File: src/rtl/nd_2to1_arb.sv
// nd_2to1_arb: two-input, one-output message arbiter.
// Every channel uses a 4-phase req/ack handshake. A granted message is copied
// into a holding register and forwarded on snd0. When both inputs contend,
// the round-robin pointer chooses the winner.

`ifndef NS_ADDRESS_SIZE
`define NS_ADDRESS_SIZE 8
`endif
`ifndef NS_DATA_SIZE
`define NS_DATA_SIZE 16
`endif
`ifndef NS_REDUN_SIZE
`define NS_REDUN_SIZE 4
`endif

module nd_2to1_arb #(
    parameter int ASZ = `NS_ADDRESS_SIZE,
    parameter int DSZ = `NS_DATA_SIZE,
    parameter int RSZ = `NS_REDUN_SIZE
) (
    input  logic           i_clk,
    input  logic           reset,
    output logic           ready,

    input  logic [ASZ-1:0] rcv0_src,
    input  logic [ASZ-1:0] rcv0_dst,
    input  logic [DSZ-1:0] rcv0_dat,
    input  logic [RSZ-1:0] rcv0_red,
    input  logic           rcv0_req,
    output logic           rcv0_ack,

    input  logic [ASZ-1:0] rcv1_src,
    input  logic [ASZ-1:0] rcv1_dst,
    input  logic [DSZ-1:0] rcv1_dat,
    input  logic [RSZ-1:0] rcv1_red,
    input  logic           rcv1_req,
    output logic           rcv1_ack,

    output logic [ASZ-1:0] snd0_src,
    output logic [ASZ-1:0] snd0_dst,
    output logic [DSZ-1:0] snd0_dat,
    output logic [RSZ-1:0] snd0_red,
    output logic           snd0_req,
    input  logic           snd0_ack
);

    typedef enum logic [1:0] {IDLE, TAKE, SEND, DONE} state_t;

    state_t         state, state_nx;
    logic           prio, prio_nx;
    logic           win, win_nx;
    logic           ack0_nx, ack1_nx, sreq_nx;
    logic [ASZ-1:0] src_nx, dst_nx;
    logic [DSZ-1:0] dat_nx;
    logic [RSZ-1:0] red_nx;
    logic           take0, take1, grant1, win_req;

    // A channel is eligible when it requests and has no ack outstanding.
    // Channel 1 wins if it is the only requester, or if both request and
    // the pointer currently favours it.
    assign take0   = rcv0_req & ~rcv0_ack;
    assign take1   = rcv1_req & ~rcv1_ack;
    assign grant1  = take1 & (~take0 | prio);
    assign win_req = win ? rcv1_req : rcv0_req;

    // ready rises on the first clock edge after reset is released.
    always_ff @(posedge i_clk or posedge reset) begin
        if (reset) ready <= 1'b0;
        else       ready <= 1'b1;
    end

    // State register, handshake outputs and holding register.
    always_ff @(posedge i_clk or posedge reset) begin
        if (reset) begin
            state    <= IDLE;
            prio     <= 1'b0;
            win      <= 1'b0;
            rcv0_ack <= 1'b0;
            rcv1_ack <= 1'b0;
            snd0_req <= 1'b0;
            snd0_src <= '0;
            snd0_dst <= '0;
            snd0_dat <= '0;
            snd0_red <= '0;
        end else begin
            state    <= state_nx;
            prio     <= prio_nx;
            win      <= win_nx;
            rcv0_ack <= ack0_nx;
            rcv1_ack <= ack1_nx;
            snd0_req <= sreq_nx;
            snd0_src <= src_nx;
            snd0_dst <= dst_nx;
            snd0_dat <= dat_nx;
            snd0_red <= red_nx;
        end
    end

    // Next-state and next-output logic for the handshake sequence.
    always_comb begin
        state_nx = state;
        prio_nx  = prio;
        win_nx   = win;
        ack0_nx  = rcv0_ack;
        ack1_nx  = rcv1_ack;
        sreq_nx  = snd0_req;
        src_nx   = snd0_src;
        dst_nx   = snd0_dst;
        dat_nx   = snd0_dat;
        red_nx   = snd0_red;
        case (state)
            IDLE: begin
                if (ready && (take0 || take1)) begin
                    win_nx = grant1;
                    if (grant1) begin
                        src_nx  = rcv1_src;
                        dst_nx  = rcv1_dst;
                        dat_nx  = rcv1_dat;
                        red_nx  = rcv1_red;
                        ack1_nx = 1'b1;
                    end else begin
                        src_nx  = rcv0_src;
                        dst_nx  = rcv0_dst;
                        dat_nx  = rcv0_dat;
                        red_nx  = rcv0_red;
                        ack0_nx = 1'b1;
                    end
                    state_nx = TAKE;
                end
            end
            TAKE: begin
                if (!win_req) begin
                    ack0_nx  = 1'b0;
                    ack1_nx  = 1'b0;
                    sreq_nx  = 1'b1;
                    state_nx = SEND;
                end
            end
            SEND: begin
                if (snd0_ack) begin
                    sreq_nx  = 1'b0;
                    state_nx = DONE;
                end
            end
            DONE: begin
                if (!snd0_ack) begin
                    prio_nx  = ~win;
                    state_nx = IDLE;
                end
            end
            default: state_nx = IDLE;
        endcase
    end

endmodule

File: config.mk
export PLATFORM = sky130hd
export DESIGN_NAME = nd_2to1_arb
export DESIGN_NICKNAME = d
export VERILOG_FILES = /design/src/rtl/nd_2to1_arb.sv
export SDC_FILE = /design/constraint.sdc
export NUM_CORES = 1
export LEC_CHECK = 0
export CAP_MARGIN = 20
export CORE_UTILIZATION = 42
export CTS_BUF_LIST = sky130_fd_sc_hd__clkbuf_16
export CTS_CLUSTER_SIZE = 16
export DETAILED_ROUTE_END_ITERATION = 8
export GPL_ROUTABILITY_DRIVEN = 1
export PLACE_DENSITY = 0.95
export SLEW_MARGIN = 20
export SYNTH_ARGS = -nofsm -noshare
export SYNTH_HDL_FRONTEND = slang
export SYNTH_SLANG_ARGS = --single-unit
export TNS_END_PERCENT = 5
File: constraint.sdc
create_clock -name i_clk -period 2.9 [get_ports i_clk]
set_clock_uncertainty 0.15 [all_clocks]
set_input_delay 0.435 -clock i_clk [delete_from_list [all_inputs] [get_ports i_clk]]
set_output_delay 0.435 -clock i_clk [all_outputs]
set_load 0.02 [all_outputs]
* Word-level counts from Yosys, hierarchy flattened
Index checks and enable logic that the tools add are counted.
Storage, ports and cells: register bits after elaboration 44, input port bits 77, output and inout bits 40, logic and storage cells 60
Operators by class: equal/unequal tests 9, mux-type cells 20, bitwise logic cells 9, reduce and logical (&&, ||, !) cells 11
Operator list (count):
- two-way mux 16 bit | 1
- two-way mux 8 bit | 2
- inequality test 2 bit (second input constant) | 6
- AND reduction 4 bit | 3
- two-way mux 1 bit | 8
- two-way mux 2 bit | 4
- case mux 2 bit (4 select lines) | 1
- case mux 1 bit (2 select lines) | 3
- NOT 1 bit | 5
- equality test 2 bit (second input constant) | 2
- two-way mux 4 bit | 1
- AND reduction 2 bit | 2
- nonzero test 2 bit | 2
- bitwise AND 1 bit | 3
- AND reduction 3 bit | 1
- equality test 2 x 1 -> 1 bit (second input constant) | 1
- logical NOT 2 bit | 1
- logical AND 1 bit | 1
- logical OR 1 bit | 1
- OR 1 bit | 1

* Depth between registers and ports, before layout
word-level depth 8, gate-level depth with buffers 7, gate-level depth less buffers 6

* Worst setup path before layout
Ideal clock, no wire load.
kind reg-to-reg, start point register rcv0_ack, end point register snd0_dst[4], library setup time 0.130 ns, arrival 1.323 ns, required time 2.620 ns, setup slack 1.297 ns, stages on the path, launching flop included 7, path buffers 2, period minus slack after synthesis 1.603 ns, cell sequence dfrtp_1 nand2b_4 o21ai_2 buf_6 buf_12 mux2i_1 o21ai_1
On the way: word-level cells in the longest chain between the ends 6, elaborated cells on any way between the ends 9, those cells by class mux: 1; bitwise: 5; reduce/logical: 3
Ends and longest elaborated chain:
- start, declared | RTL line 30 | output logic rcv0_ack,
- start signal, assigned | RTL line 89 | rcv0_ack <= ack0_nx;
- NOT 1 bit * | RTL line 61 | assign take0 = rcv0_req & ~rcv0_ack;
- bitwise AND 1 bit * | RTL line 61
- NOT 1 bit | RTL line 63 | assign grant1 = take1 & (~take0 | prio);
- OR 1 bit | RTL line 63
- bitwise AND 1 bit | RTL line 63
- two-way mux 8 bit | RTL line 115 | if (grant1) begin
- end signal, assigned | RTL line 93 | snd0_dst <= dst_nx;
- end, declared | RTL line 40 | output logic [ASZ-1:0] snd0_dst,
Mark *: on every way between the ends. The rest lies on a longest branch, timed or not. A chain may end at the register's enable or synchronous reset.

* Worst setup path after layout
start point input rcv0_req, end point register state[1]
On the way: word-level cells in the longest chain between the ends 5, elaborated cells on any way between the ends 7, those cells by class eq/ne: 2; mux: 1; bitwise: 1; reduce/logical: 3
Ends and longest elaborated chain:
- start, declared | RTL line 29 | input logic rcv0_req,
- bitwise AND 1 bit | RTL line 61
- logical OR 1 bit | RTL line 113 | if (ready && (take0 || take1)) begin
- logical AND 1 bit | RTL line 113
- inequality test 2 bit (no line)
- AND reduction 4 bit (no line) *
- end signal, assigned | RTL line 86 | state <= state_nx;
- end, declared | RTL line 49 | state_t state, state_nx;
Marked as above.

==> flow_summary_export.csv <==
group,metric,value,unit
outcome,status,"finished clean",
place,port_buffers,116,
synth,yosysSeqAreaShare,51.1,%
synth,synth_most_common_cell,"dfrtp_1",
synth,synth_top_area_share,51.1,%
layout,layout.cells.non_filler,383,
global_routing,grt_overflow_total,0,
floorplan,dieHeight,73.6,um
synth,synth_warnings,0,
floorplan,rows,25,
layout,fillers,383,
layout,nets,396,
layout,syn2layout_area_growth,61.5,%
timing,fin_ws,968,ps
timing,max_slew.worst_pin.slew,876,ps
synth,synth_top_area_cell,"dfrtp_1",
clock_network,cts-root-buf,"clkbuf_16",
route,routedWlPerCell,13.3,um
clock_network,h-tree-depth,2,
global_routing,grt_pass1_wl,8120,um
power,leakagePower,1.61,nW
worst_setup_path,reg2regPathDepth,6,
clock_network,cts_tree,"yes",
timing,max_freq,518,MHz
worst_setup_path,crit_start,"rcv0_req",
timing,setup_viol,0,
layout,n_antenna_cell,0,
power,total_power,3.30,mW
layout,design_area,3480,um2
place,place_ws,692,ps
route,drc,0,
clock_network,clock_latency,270,ps
global_routing,grtUsageTotal,19.7,%
floorplan,design.core.area,4820,um2
route,vias,1858,
place,dp.cells,375,
timing,grt_setup_unrepaired,"false",
place,dp_hpwl,4010,um
min_path,hold_class,"flop to flop",
synth,ys.flop_type,"dfrtp_1",
worst_setup_path,crit_type,"input port to flop",
synth,synth_area_leaders,"dfrtp_1 51%, mux2i_1 18%, nand2_1 6.8%",
worst_setup_path,start_kind,"input port",
worst_setup_path,endpoint,"state[1]",
clock_network,clk_pin_slew_worst_paths,60,ps
timing,hold_slack,327,ps
synth,ys_ff_latch,44,
synth,synth.avg_cell_area,10.7,um2
floorplan,ioPinCount,117,
layout,layout-drive-gt1-share,5.38,%
route,drtIter0Drc,40,
place,gp_congestion,0.869,
synth,synth_common_cells,"44 x dfrtp_1, 39 x nand2_1, 38 x mux2i_1",
route,final_antenna_net_count,0,
worst_setup_path,timing.rr.start,"state[0]",
timing,tns,0,ps
route,drt-total-wl,5090,um
worst_setup_path,crit_fanout,5,
timing,fin_crit,1930,ps
clock_network,cts_buffer_depth,2,
power,ir_drop,528,uV
synth,synth_edf_count,0,
route,first_pass_iters,4,
synth,synth_cell_types,27,
worst_setup_path,regToRegEndpoint,"state[1]",
power,p_per_area,950,nW/um2
layout,fin_util,72.2,%
worst_setup_path,cp-end-kind,"flop",
worst_setup_path,critPathRequiredTime,2910,ps
timing,slew_viol_final,0,
route,via_per_inst,4.85,
worst_setup_path,cp_data_arrival_time,1940,ps
place,dpl_cell_area,3340,um2
timing,maxSlewHeadroom,41.5,%
clock_network,cts_setup_buffers,0,
worst_setup_path,r2r_setup_slack,1140,ps
global_routing,grt_pass1_vias,1866,
timing,period_share,66.6,%
floorplan,die_area,5420,um2
synth,synth_nets,282,
job,maxCapViolations,0,
global_routing,antenna_found_initial,0,
synth,ys_async_sr_fraction,100,%
layout,multi_input_area,941,um2
clock_network,cts_buffers,5,
floorplan,start_util,44.7,%
clock_network,clock-sinks,44,
floorplan,fp.dieW,73.6,um
synth,syn-cell-area,2150,um2
clock_network,cts_resized,0,
global_routing,grt_max_degree,45,
min_path,holdCritStartpoint,"snd0_src[2]",
clock_network,ctsHoldBuffers,0,
synth,netlist_instances,201,
timing,finalHoldViolations,0,
layout,regArea,1100,um2
[worst min path at each step]
stage,to,cells past startpoint,slack (ps)
global route,snd0_src[7],2,350
CTS,snd0_src[7],2,330
finish,snd0_src[2],2,330
detailed placement,snd0_src[2],2,320
floorplan,prio,1,320
global placement,snd0_src[7],2,310
[state kept, by name, indices dropped and copies added (netlist names)]
name	count
snd0_dat	16
snd0_dst	8
snd0_src	8
snd0_red	4
state	2
prio	1
rcv0_ack	1
rcv1_ack	1
ready	1
snd0_req	1
win	1
[layout make-up]
cell class                      instances  share of cell area [%]
Tap cell                               67                    2.41
Clock buffer                            5                    3.60
Inverter                                5                   0.540
Clock inverter                          3                   0.324
Timing Repair Buffer                  119                    34.4
Sequential cell                        44                    31.7
Multi-Input combinational cell        140                    27.1
[report_power, final]
part / switching (mW) / internal, mW
Sequential: 0.173 / 0.893
Combinational: 0.876 / 0.847
Clock: 0.205 / 0.309
Total: 1.25 / 2.05
[worst max-delay path, cell delays in order]
cell	delay, ps
clkdlybuf4s50_1	480
mux2i_1	350
o21ai_1	150
a21oi_2	160
mux2_2	360
[placed cells by master (no fill, tap or decap), types with 2 or more instances in the layout]
cell,n
clkdlybuf4s50_1,116
dfrtp_1,44
nand2_1,39
mux2i_1,38
o21ai_1,23
o21ai_0,19
inv_1,6
clkbuf_16,5
ha_1,4
nor2b_2,2
a21oi_1,2
buf_4,2
[cells by family (layout without fill, tap and decap cells)]
group,count (synthesis),after routing,share of synthesized area [%]
compound gates,51,51,13.2
other cells,1,1,0.174
flops,44,44,51.1
mux,39,39,18.2
buf+inv,17,132,5.93
fa+ha+maj,4,4,2.32
simple gates,45,45,9.06
[layer usage]
| metal | GRT usage (%) | up-vias | wire length (um) | share of wire [%] |
|---|---|---|---|---|
| met3 | 5.90 | 9 | 402 | 7.9 |
| met5 | 0 | - | 0 | 0 |
| met1 | 21.6 | 863 | 1920 | 38 |
| met2 | 36.5 | 72 | 2700 | 53 |
| met4 | 5.56 | 0 | 73 | 1.4 |
| li1 | - | 914 | - | - |
No activity file was read; power rests on OpenSTA's default activity.
